$ cat src/rtl/io_bus_master_if.sv
// rtl/io_bus_master_if.sv - request/response handshake and dma_io bus bundle for io_bus_master
interface io_bus_master_if;
  logic        req_valid;
  logic        req_ready;
  logic [1:0]  req_op;
  logic [13:0] req_adr;
  logic [31:0] req_wdata;
  logic        rsp_valid;
  logic        rsp_ready;
  logic [31:0] rsp_rdata;
  logic        dma_io_we;
  logic [13:0] dma_io_wadr;
  logic [31:0] dma_io_wdata;
  logic [13:0] dma_io_radr;
  logic        dma_io_radr_en;
  logic [31:0] dma_io_rdata;

  modport master (
    input  req_valid, req_op, req_adr, req_wdata, rsp_ready, dma_io_rdata,
    output req_ready, rsp_valid, rsp_rdata,
    output dma_io_we, dma_io_wadr, dma_io_wdata, dma_io_radr, dma_io_radr_en
  );

  modport slave (
    output req_valid, req_op, req_adr, req_wdata, rsp_ready, dma_io_rdata,
    input  req_ready, rsp_valid, rsp_rdata,
    input  dma_io_we, dma_io_wadr, dma_io_wdata, dma_io_radr, dma_io_radr_en
  );
endinterface

$ cat src/rtl/io_bus_master.sv
// rtl/io_bus_master.sv - single-command IO bus initiator with READ/WRITE and atomic SET/CLR
module io_bus_master #(
  parameter int unsigned RD_LAT = 1
) (
  input  logic            clk,
  input  logic            rst_n,
  io_bus_master_if.master io_bus
);
  typedef enum logic [2:0] {IDLE, RD, WAIT, WR, RSP} state_t;

  localparam logic [1:0] OP_READ  = 2'b00;
  localparam logic [1:0] OP_WRITE = 2'b01;
  localparam logic [1:0] OP_SET   = 2'b10;
  localparam logic [1:0] OP_CLR   = 2'b11;

  state_t      state_q;
  logic [1:0]  op_q;
  logic [13:0] adr_q;
  logic [31:0] mask_q;
  logic [31:0] old_q;
  logic [2:0]  cnt_q;

  logic        we_q;
  logic [13:0] wadr_q;
  logic [31:0] wdata_q;
  logic        radr_en_q;
  logic [13:0] radr_q;
  logic        rsp_valid_q;
  logic [31:0] rsp_rdata_q;

  logic [31:0] rmw_wdata_d;

  // Merge is taken straight from the bus so the write can be issued on the edge after sampling.
  always_comb begin
    rmw_wdata_d = io_bus.dma_io_rdata;
    case (op_q)
      OP_SET:  rmw_wdata_d = io_bus.dma_io_rdata | mask_q;
      OP_CLR:  rmw_wdata_d = io_bus.dma_io_rdata & ~mask_q;
      default: ;
    endcase
  end

  always_ff @(posedge clk or negedge rst_n) begin
    if (!rst_n) begin
      state_q     <= IDLE;
      op_q        <= 2'b00;
      adr_q       <= 14'd0;
      mask_q      <= 32'd0;
      old_q       <= 32'd0;
      cnt_q       <= 3'd0;
      we_q        <= 1'b0;
      wadr_q      <= 14'd0;
      wdata_q     <= 32'd0;
      radr_en_q   <= 1'b0;
      radr_q      <= 14'd0;
      rsp_valid_q <= 1'b0;
      rsp_rdata_q <= 32'd0;
    end else begin
      // Strobes and their address/data are single-cycle pulses; zero unless set below.
      we_q      <= 1'b0;
      wadr_q    <= 14'd0;
      wdata_q   <= 32'd0;
      radr_en_q <= 1'b0;
      radr_q    <= 14'd0;
      case (state_q)
        IDLE: begin
          if (io_bus.req_valid) begin
            op_q   <= io_bus.req_op;
            adr_q  <= io_bus.req_adr;
            mask_q <= io_bus.req_wdata;
            if (io_bus.req_op == OP_WRITE) begin
              state_q <= WR;
              we_q    <= 1'b1;
              wadr_q  <= io_bus.req_adr;
              wdata_q <= io_bus.req_wdata;
            end else begin
              state_q   <= RD;
              radr_en_q <= 1'b1;
              radr_q    <= io_bus.req_adr;
            end
          end
        end
        RD: begin
          state_q <= WAIT;
          cnt_q   <= 3'(RD_LAT);
        end
        WAIT: begin
          cnt_q <= cnt_q - 3'd1;
          if (cnt_q == 3'd1) begin
            old_q <= io_bus.dma_io_rdata;
            if (op_q == OP_READ) begin
              state_q     <= RSP;
              rsp_valid_q <= 1'b1;
              rsp_rdata_q <= io_bus.dma_io_rdata;
            end else begin
              state_q <= WR;
              we_q    <= 1'b1;
              wadr_q  <= adr_q;
              wdata_q <= rmw_wdata_d;
            end
          end
        end
        WR: begin
          state_q     <= RSP;
          rsp_valid_q <= 1'b1;
          rsp_rdata_q <= (op_q == OP_WRITE) ? 32'd0 : old_q;
        end
        RSP: begin
          if (io_bus.rsp_ready) begin
            state_q     <= IDLE;
            rsp_valid_q <= 1'b0;
            rsp_rdata_q <= 32'd0;
          end
        end
        default: state_q <= IDLE;
      endcase
    end
  end

  assign io_bus.req_ready      = (state_q == IDLE);
  assign io_bus.rsp_valid      = rsp_valid_q;
  assign io_bus.rsp_rdata      = rsp_rdata_q;
  assign io_bus.dma_io_we      = we_q;
  assign io_bus.dma_io_wadr    = wadr_q;
  assign io_bus.dma_io_wdata   = wdata_q;
  assign io_bus.dma_io_radr_en = radr_en_q;
  assign io_bus.dma_io_radr    = radr_q;
endmodule
$ cat src/flat_wrapper.sv
// flat-port wrapper written by rule: the top's interface ports become plain ports
module io_bus_master_flat 
#(
  parameter int unsigned RD_LAT = 1
)
  (clk, rst_n, io_bus_req_valid, io_bus_req_op, io_bus_req_adr, io_bus_req_wdata, io_bus_rsp_ready, io_bus_dma_io_rdata, io_bus_req_ready, io_bus_rsp_valid, io_bus_rsp_rdata, io_bus_dma_io_we, io_bus_dma_io_wadr, io_bus_dma_io_wdata, io_bus_dma_io_radr, io_bus_dma_io_radr_en);
  io_bus_master_if io_bus_i ();
  input  logic clk;
  input  logic rst_n;
  input wire logic [$bits(io_bus_i.req_valid)-1:0] io_bus_req_valid;
  input wire logic [$bits(io_bus_i.req_op)-1:0] io_bus_req_op;
  input wire logic [$bits(io_bus_i.req_adr)-1:0] io_bus_req_adr;
  input wire logic [$bits(io_bus_i.req_wdata)-1:0] io_bus_req_wdata;
  input wire logic [$bits(io_bus_i.rsp_ready)-1:0] io_bus_rsp_ready;
  input wire logic [$bits(io_bus_i.dma_io_rdata)-1:0] io_bus_dma_io_rdata;
  output wire logic [$bits(io_bus_i.req_ready)-1:0] io_bus_req_ready;
  output wire logic [$bits(io_bus_i.rsp_valid)-1:0] io_bus_rsp_valid;
  output wire logic [$bits(io_bus_i.rsp_rdata)-1:0] io_bus_rsp_rdata;
  output wire logic [$bits(io_bus_i.dma_io_we)-1:0] io_bus_dma_io_we;
  output wire logic [$bits(io_bus_i.dma_io_wadr)-1:0] io_bus_dma_io_wadr;
  output wire logic [$bits(io_bus_i.dma_io_wdata)-1:0] io_bus_dma_io_wdata;
  output wire logic [$bits(io_bus_i.dma_io_radr)-1:0] io_bus_dma_io_radr;
  output wire logic [$bits(io_bus_i.dma_io_radr_en)-1:0] io_bus_dma_io_radr_en;
  assign io_bus_i.req_valid = io_bus_req_valid;
  assign io_bus_i.req_op = io_bus_req_op;
  assign io_bus_i.req_adr = io_bus_req_adr;
  assign io_bus_i.req_wdata = io_bus_req_wdata;
  assign io_bus_i.rsp_ready = io_bus_rsp_ready;
  assign io_bus_i.dma_io_rdata = io_bus_dma_io_rdata;
  assign io_bus_req_ready = io_bus_i.req_ready;
  assign io_bus_rsp_valid = io_bus_i.rsp_valid;
  assign io_bus_rsp_rdata = io_bus_i.rsp_rdata;
  assign io_bus_dma_io_we = io_bus_i.dma_io_we;
  assign io_bus_dma_io_wadr = io_bus_i.dma_io_wadr;
  assign io_bus_dma_io_wdata = io_bus_i.dma_io_wdata;
  assign io_bus_dma_io_radr = io_bus_i.dma_io_radr;
  assign io_bus_dma_io_radr_en = io_bus_i.dma_io_radr_en;
  io_bus_master #(.RD_LAT(RD_LAT)) u_core (.clk(clk), .rst_n(rst_n), .io_bus(io_bus_i));
endmodule
$ cat config.mk
export PLATFORM = sky130hd
export DESIGN_NAME = io_bus_master_flat
export DESIGN_NICKNAME = d
export VERILOG_FILES = /design/src/rtl/io_bus_master_if.sv /design/src/rtl/io_bus_master.sv /design/src/flat_wrapper.sv
export SDC_FILE = /design/constraint.sdc
export NUM_CORES = 1
export LEC_CHECK = 0
export ABC_AREA = 0
export CORE_ASPECT_RATIO = 0.7
export CORE_MARGIN = 3
export CORE_UTILIZATION = 50
export CTS_CLUSTER_DIAMETER = 150
export DETAILED_ROUTE_END_ITERATION = 6
export PLACE_DENSITY_LB_ADDON = 0.1
export SLEW_MARGIN = 20
export SYNTH_ARGS = -nofsm -noshare
export SYNTH_HDL_FRONTEND = slang
export SYNTH_SLANG_ARGS = --single-unit
$ cat constraint.sdc
create_clock -name clk -period 2.1 [get_ports clk]
set_clock_uncertainty 0.15 [all_clocks]
set_input_delay 0.315 -clock clk [delete_from_list [all_inputs] [get_ports clk]]
set_output_delay 0.315 -clock clk [all_outputs]
set_load 0.02 [all_outputs]
# Word level (Yosys, flattened, before mapping)
# Index checks and enable logic that the tools add are counted.
# W data, S select, Z words.
dict set report totals {
  word_cells 76
  inputBits 84
  ff_bits 181
  out_inout_bits 96
}
dict set report classes {
  n_mux 38
  reduce_logical 8
  n_addsub 1
  bitwise_logic 3
  eq_ne 13
}
# cell count
set ops {}
lappend ops {{$mux W32} 8}
lappend ops {{$pmux W32 S2} 2}
lappend ops {{$mux W14} 7}
lappend ops {{$pmux W32 S3} 1}
lappend ops {{$and A32 B32 Y32} 1}
lappend ops {{$not A32 Y32} 1}
lappend ops {{$or A32 B32 Y32} 1}
lappend ops {{$pmux W14 S2} 1}
lappend ops {{$pmux W3 S5} 1}
lappend ops {{$mux W3} 4}
lappend ops {{$mux W1} 10}
lappend ops {{$eq A3 B1 Y1 const B} 2}
lappend ops {{$eq A3 B2 Y1 const B} 2}
lappend ops {{$pmux W3 S2} 1}
lappend ops {{$eq A2 B1 Y1 const B} 2}
lappend ops {{$eq A2 B2 Y1 const B} 2}
lappend ops {{$ne A2 B1 Y1 const B} 2}
lappend ops {{$ne A2 B2 Y1 const B} 2}
lappend ops {{$reduce_and A2 Y1} 2}
lappend ops {{$reduce_and A4 Y1} 1}
lappend ops {{$eq A3 B3 Y1 const B} 1}
lappend ops {{$logic_not A3 Y1} 1}
lappend ops {{$pmux W1 S3} 1}
lappend ops {{$reduce_and A3 Y1} 1}
lappend ops {{6 further kinds} 6}

# Depth between registers and ports, before layout
dict set report depth {
  word_depth 6
  mapped_depth 7
  depth_no_buf 6
}

# Worst setup path before layout
# OpenSTA, ideal clock, no wires.
dict set report synth_path {
  path_type {reg2reg}
  startpoint {register u_core.state_q[1]}
  endpoint {register u_core.mask_q[11]}
  stages_incl_launch_ff 6
  required_ns 1.825
  period_less_slack_ns 2.171
  t_arrival_ns 1.896
  setup_time_ns 0.125
  path_buffers 2
  path_slack_ns -0.071
  cell_sequence {dfrtp_1 -> nor3_1 -> and2_1 -> buf_4 -> buf_6 -> mux2_2}
}
dict set report synth_via {
  elab_chain_cells 2
}
# element line_no
set synth_rtl {}
lappend synth_rtl {{start: declaration} io_bus_master.sv:16} ;# state_t state_q;
lappend synth_rtl {{start signal: assignment} io_bus_master.sv:45} ;# state_q <= IDLE;
lappend synth_rtl {{start signal: assignment} io_bus_master.sv:72} ;# state_q <= WR;
lappend synth_rtl {{start signal: assignment} io_bus_master.sv:77} ;# state_q <= RD;
lappend synth_rtl {{$logic_not A3 Y1} -}
lappend synth_rtl {{via io_bus_req_ready} flat_wrapper.sv:16} ;# output wire logic [$bits(io_bus_i.req_ready)-1:0] io_bus_req_ready;
lappend synth_rtl {{$reduce_and A2 Y1 (no line)} -}
lappend synth_rtl {{end signal: assignment} io_bus_master.sv:70} ;# mask_q <= io_bus.req_wdata;
lappend synth_rtl {{end: declaration} io_bus_master.sv:19} ;# logic [31:0] mask_q;
# The timed path passes the listed nets, and every way through them passes these cells.
# A chain may end at the register's enable or synchronous reset.

# Final worst setup path
dict set report layout_path {
  startpoint {register u_core.state_q[2]}
  endpoint {register u_core.rsp_rdata_q[2] (netlist: u_core.io_bus.rsp_rdata[2])}
}
dict set report layout_via {
  elab_chain_cells 3
  word_cells_on_any_way 9
  cone_classes {eq/ne: 6; mux: 1; reduce/logical: 2}
}
# element line_no
set layout_rtl {}
lappend layout_rtl {{$eq A3 B2 Y1 or $eq A3 B3 Y1 (tied branches)} io_bus_master.sv:65} ;# case (state_q)
lappend layout_rtl {{$ne A2 B1 Y1 (no line) (tied with other cells)} -}
lappend layout_rtl {{$reduce_and A4 Y1 (no line)} -}
lappend layout_rtl {{end signal: assignment} io_bus_master.sv:94} ;# rsp_rdata_q <= io_bus.dma_io_rdata;
lappend layout_rtl {{end signal: assignment} io_bus_master.sv:106} ;# rsp_rdata_q <= (op_q == OP_WRITE) ? 32'd0 : old_q;
lappend layout_rtl {{end: declaration} io_bus_master.sv:29} ;# logic [31:0] rsp_rdata_q;
# Parallel ways exist; a longest one is shown, timed or not.

==> flow_summary.ini <==
[worst_setup_path]
crit_fanout = 13
endpoint_kind = register
r2r_cells = 6
cp.required_ns = 2.24
ff2ff_setup_slack_ns = 0.13
worstReg2RegStart = u_core.state_q[2]$_DFFE_PN0P_
rr_endpoint = u_core.io_bus.rsp_rdata[2]$_DFFE_PN0P_
crit_type = register to register
worst_ep_arrival_time_ns = 2.11
cp-start-kind = register

[synth]
synth_edf_count = 0
synth_commonest_cells = dfrtp_1 (181), mux2_2 (110), a22o_1 (79)
ys.warnings.count = 0
netlist_area_mm2 = 0.007511
ys_types = 32
synth_area_leaders = dfrtp_1 (60%), mux2_2 (16%), a22o_1 (9.2%), nand2_1 (3.4%), o21ai_0 (2.3%)
ys.flop_type = dfrtp_1
ys_seq_area_frac = 0.6030
async_reset_ff_frac = 1.000
synthCells = 572
ys_ff_latch = 181
synth_top_area_frac = 0.6030
yosysMostFrequentCell = dfrtp_1
synth_area_per_cell_um2 = 13.13
synth_nets = 658
yosysTopAreaCell = dfrtp_1

[floorplan]
coreArea_mm2 = 0.01428
rows = 36
ios = 180
die_w_um = 152.5
die-area_mm2 = 0.01655
die_height_um = 108.5
initial_utilization = 0.5260

[timing]
setup_viol = 0
fmax_mhz = 508.1
finalHoldViolCount = 0
worstMarginPinSlew_ns = 0.4021
slew_violations = 0
period_share = 0.9372
relSlewSlack = 0.7319
period_needed_ns = 1.968
hold-worst-slack_ns = 0.2368
rsz0062_at_grt = no

[flow_run]
drv.max_cap_violation_count = 0

[route]
viasPerCell = 5.504
drcViolationCount = 0
drt-total-wl_um = 18290
first_pass_iters = 4
detail_route.iter0.violations = 264
vias = 5333
routedWlPerCell_um = 18.87
ant_nets = 0

[placed_design]
dpl.cell_count = 934
io_buffers = 179
gp_congestion = 0.8065
dp_hpwl_um = 12660

[layout]
layout-drive-gt1-share = 0.2362
nNetsFinal = 853
num-fill-cells = 946
final_core_util = 0.7270
n_antenna_cell = 0
fin_cells = 969
syn_to_final_growth_pct = 38.20

[worst_hold_path]
hp-class = input pin to asynchronous set/reset pin

[cts]
cts_buffer_depth = 2
cts_num_sinks = 181
cts_tree = yes
clk_pin_slew_ns = 0.07
cts_buffers = 17
clkLatencyLatePin_ns = 0.42
h-tree-depth = 4
cts-root-buf = clkbuf_16

[grt]
grt_use_total = 0.2299
grt_overflow_total = 0
first_global_vias = 5682
grt_max_degree = 48
antenna_found_initial = 0
grt_pass1_wl_um = 29910

[power_and_ir_drop]
total_power_mw = 16.13
netSwitchingPower_mw = 5.565
p_int_mw = 10.57
power.leakage_nw = 4.587
power_density_mw_per_mm2 = 1554
ir_worst_vdd_mv = 0.8643
swShare = 0.3450
power_frac_clock = 0.203
seqPwrFrac = 0.353
pwr-share-comb = 0.444

[status]
run_status = finished clean
==> timing repair <==
action | 4_1_cts | 5_1_grt
setup buffers | 0 | 3
cloned | 0 | 0
setup endpoints to repair | 1 | 17
hold endpoints to repair | 60 | 0
pin swaps | 0 | 1
gates resized for setup | 1 | 2
hold buffers | 1 | 0
==> layout by cell type (no fill, tap or decap), drive strengths merged <==
cell type / instances
a22oi: 2
and2: 15
a21oi: 5
inv: 9
bufinv: 3
nor3: 8
clkbuf: 20
a32o: 1
or2: 1
clkinv: 2
o22ai: 1
a22o: 79
nor3b: 1
nand2: 68
nor2: 4
clkdlybuf4s50: 177
a221oi: 1
buf: 35
and3: 1
o21bai: 1
o22a: 2
nor2b: 3
mux2: 112
a31oi: 1
nand2b: 2
clkinvlp: 3
dfrtp: 181
o21ai: 35
and2b: 2
ha: 2
dlygate4sd3: 1
nor4: 1
==> area by class of cell <==
cell class,count,area [um^2],area share
timing repair buffer,214,2203,0.2123
multi-input combinational,348,2788,0.2686
clock buffer,19,432.9,0.04171
clock inverter,12,170.2,0.01639
inverter,5,18.77,0.001808
tap,190,237.7,0.02290
sequential,181,4529,0.4364
==> per-layer routing <==
metal	track usage	up-vias	wire length [um]
li1	-	2449	-
met1	0.2987	2691	7849
met2	0.3824	172	8847
met3	0.06720	21	1301
met4	0.06612	0	291
met5	0	-	0
==> how the worst max path moves through the flow <==
stage,startpoint,endpoint,slack (ns)
floorplan,u_core.state_q[1]$_DFFE_PN0P_,u_core.mask_q[11]$_DFFE_PN0P_,0.14
global placement,io_bus_rsp_ready,u_core.io_bus.rsp_rdata[13]$_DFFE_PN0P_,0.03
detailed placement,io_bus_rsp_ready,u_core.io_bus.rsp_rdata[2]$_DFFE_PN0P_,-0.004
CTS,u_core.state_q[2]$_DFFE_PN0P_,u_core.io_bus.rsp_rdata[14]$_DFFE_PN0P_,0.03
global route,u_core.cnt_q[1]$_DFFE_PN0P_,u_core.io_bus.dma_io_wdata[30]$_DFF_PN0_,0.04
finish,u_core.state_q[2]$_DFFE_PN0P_,u_core.io_bus.rsp_rdata[2]$_DFFE_PN0P_,0.13
==> critical path, stage by stage (launching register included) <==
cell     delay (ns)
dfrtp_1        0.37
buf_4          0.18
and2b_1        0.27
a21oi_1        0.12
o21ai_4        0.21
buf_4          0.21
mux2_2         0.35
==> state kept, by name, indices dropped and copies added (netlist names), 2 cells and up <==
register                    count
u_core.io_bus.dma_io_wadr      14
u_core.io_bus.rsp_rdata        32
u_core.state_q                  3
u_core.op_q                     2
u_core.mask_q                  32
u_core.adr_q                   14
u_core.cnt_q                    3
u_core.io_bus.dma_io_wdata     32
u_core.io_bus.dma_io_radr      14
u_core.old_q                   32
==> metrics by stage <==
stage | cell area [um^2] | setup WS (ns) | setup TNS, ns
2_1_floorplan | 7516 | 0.1419 | 0
3_3_place_gp | 9712 | 0.02501 | 0
3_5_place_dp | 9712 | -0.003609 | -0.003609
4_1_cts | 10320 | 0.03174 | 0
5_1_grt | 10380 | 0.04465 | 0
6_report | 10380 | 0.1318 | 0
==> kinds of logic (layout without fill, tap and decap cells) <==
group                      after synthesis  count (layout)  synth area share
AOI/OAI and AO/OA                      128             128            0.1288
adders and majority gates                2               2          0.003331
buffers and inverters                   43             250           0.03132
DFF                                    181             181            0.6030
muxes                                  112             112            0.1679
and+or+nand+nor                        106             106           0.06563
==> power groups by stage <==
stage	clock network (mW)	logic, mW	registers, mW
finish	3.28	7.16	5.69
global route	3.49	7.75	5.86
CTS	3.33	7.18	5.70
detailed placement	0	7.14	5.74
global placement	0	6.91	5.66
floorplan	0	3.73	6.29
Note: power is estimated with default switching activity, not from simulation.
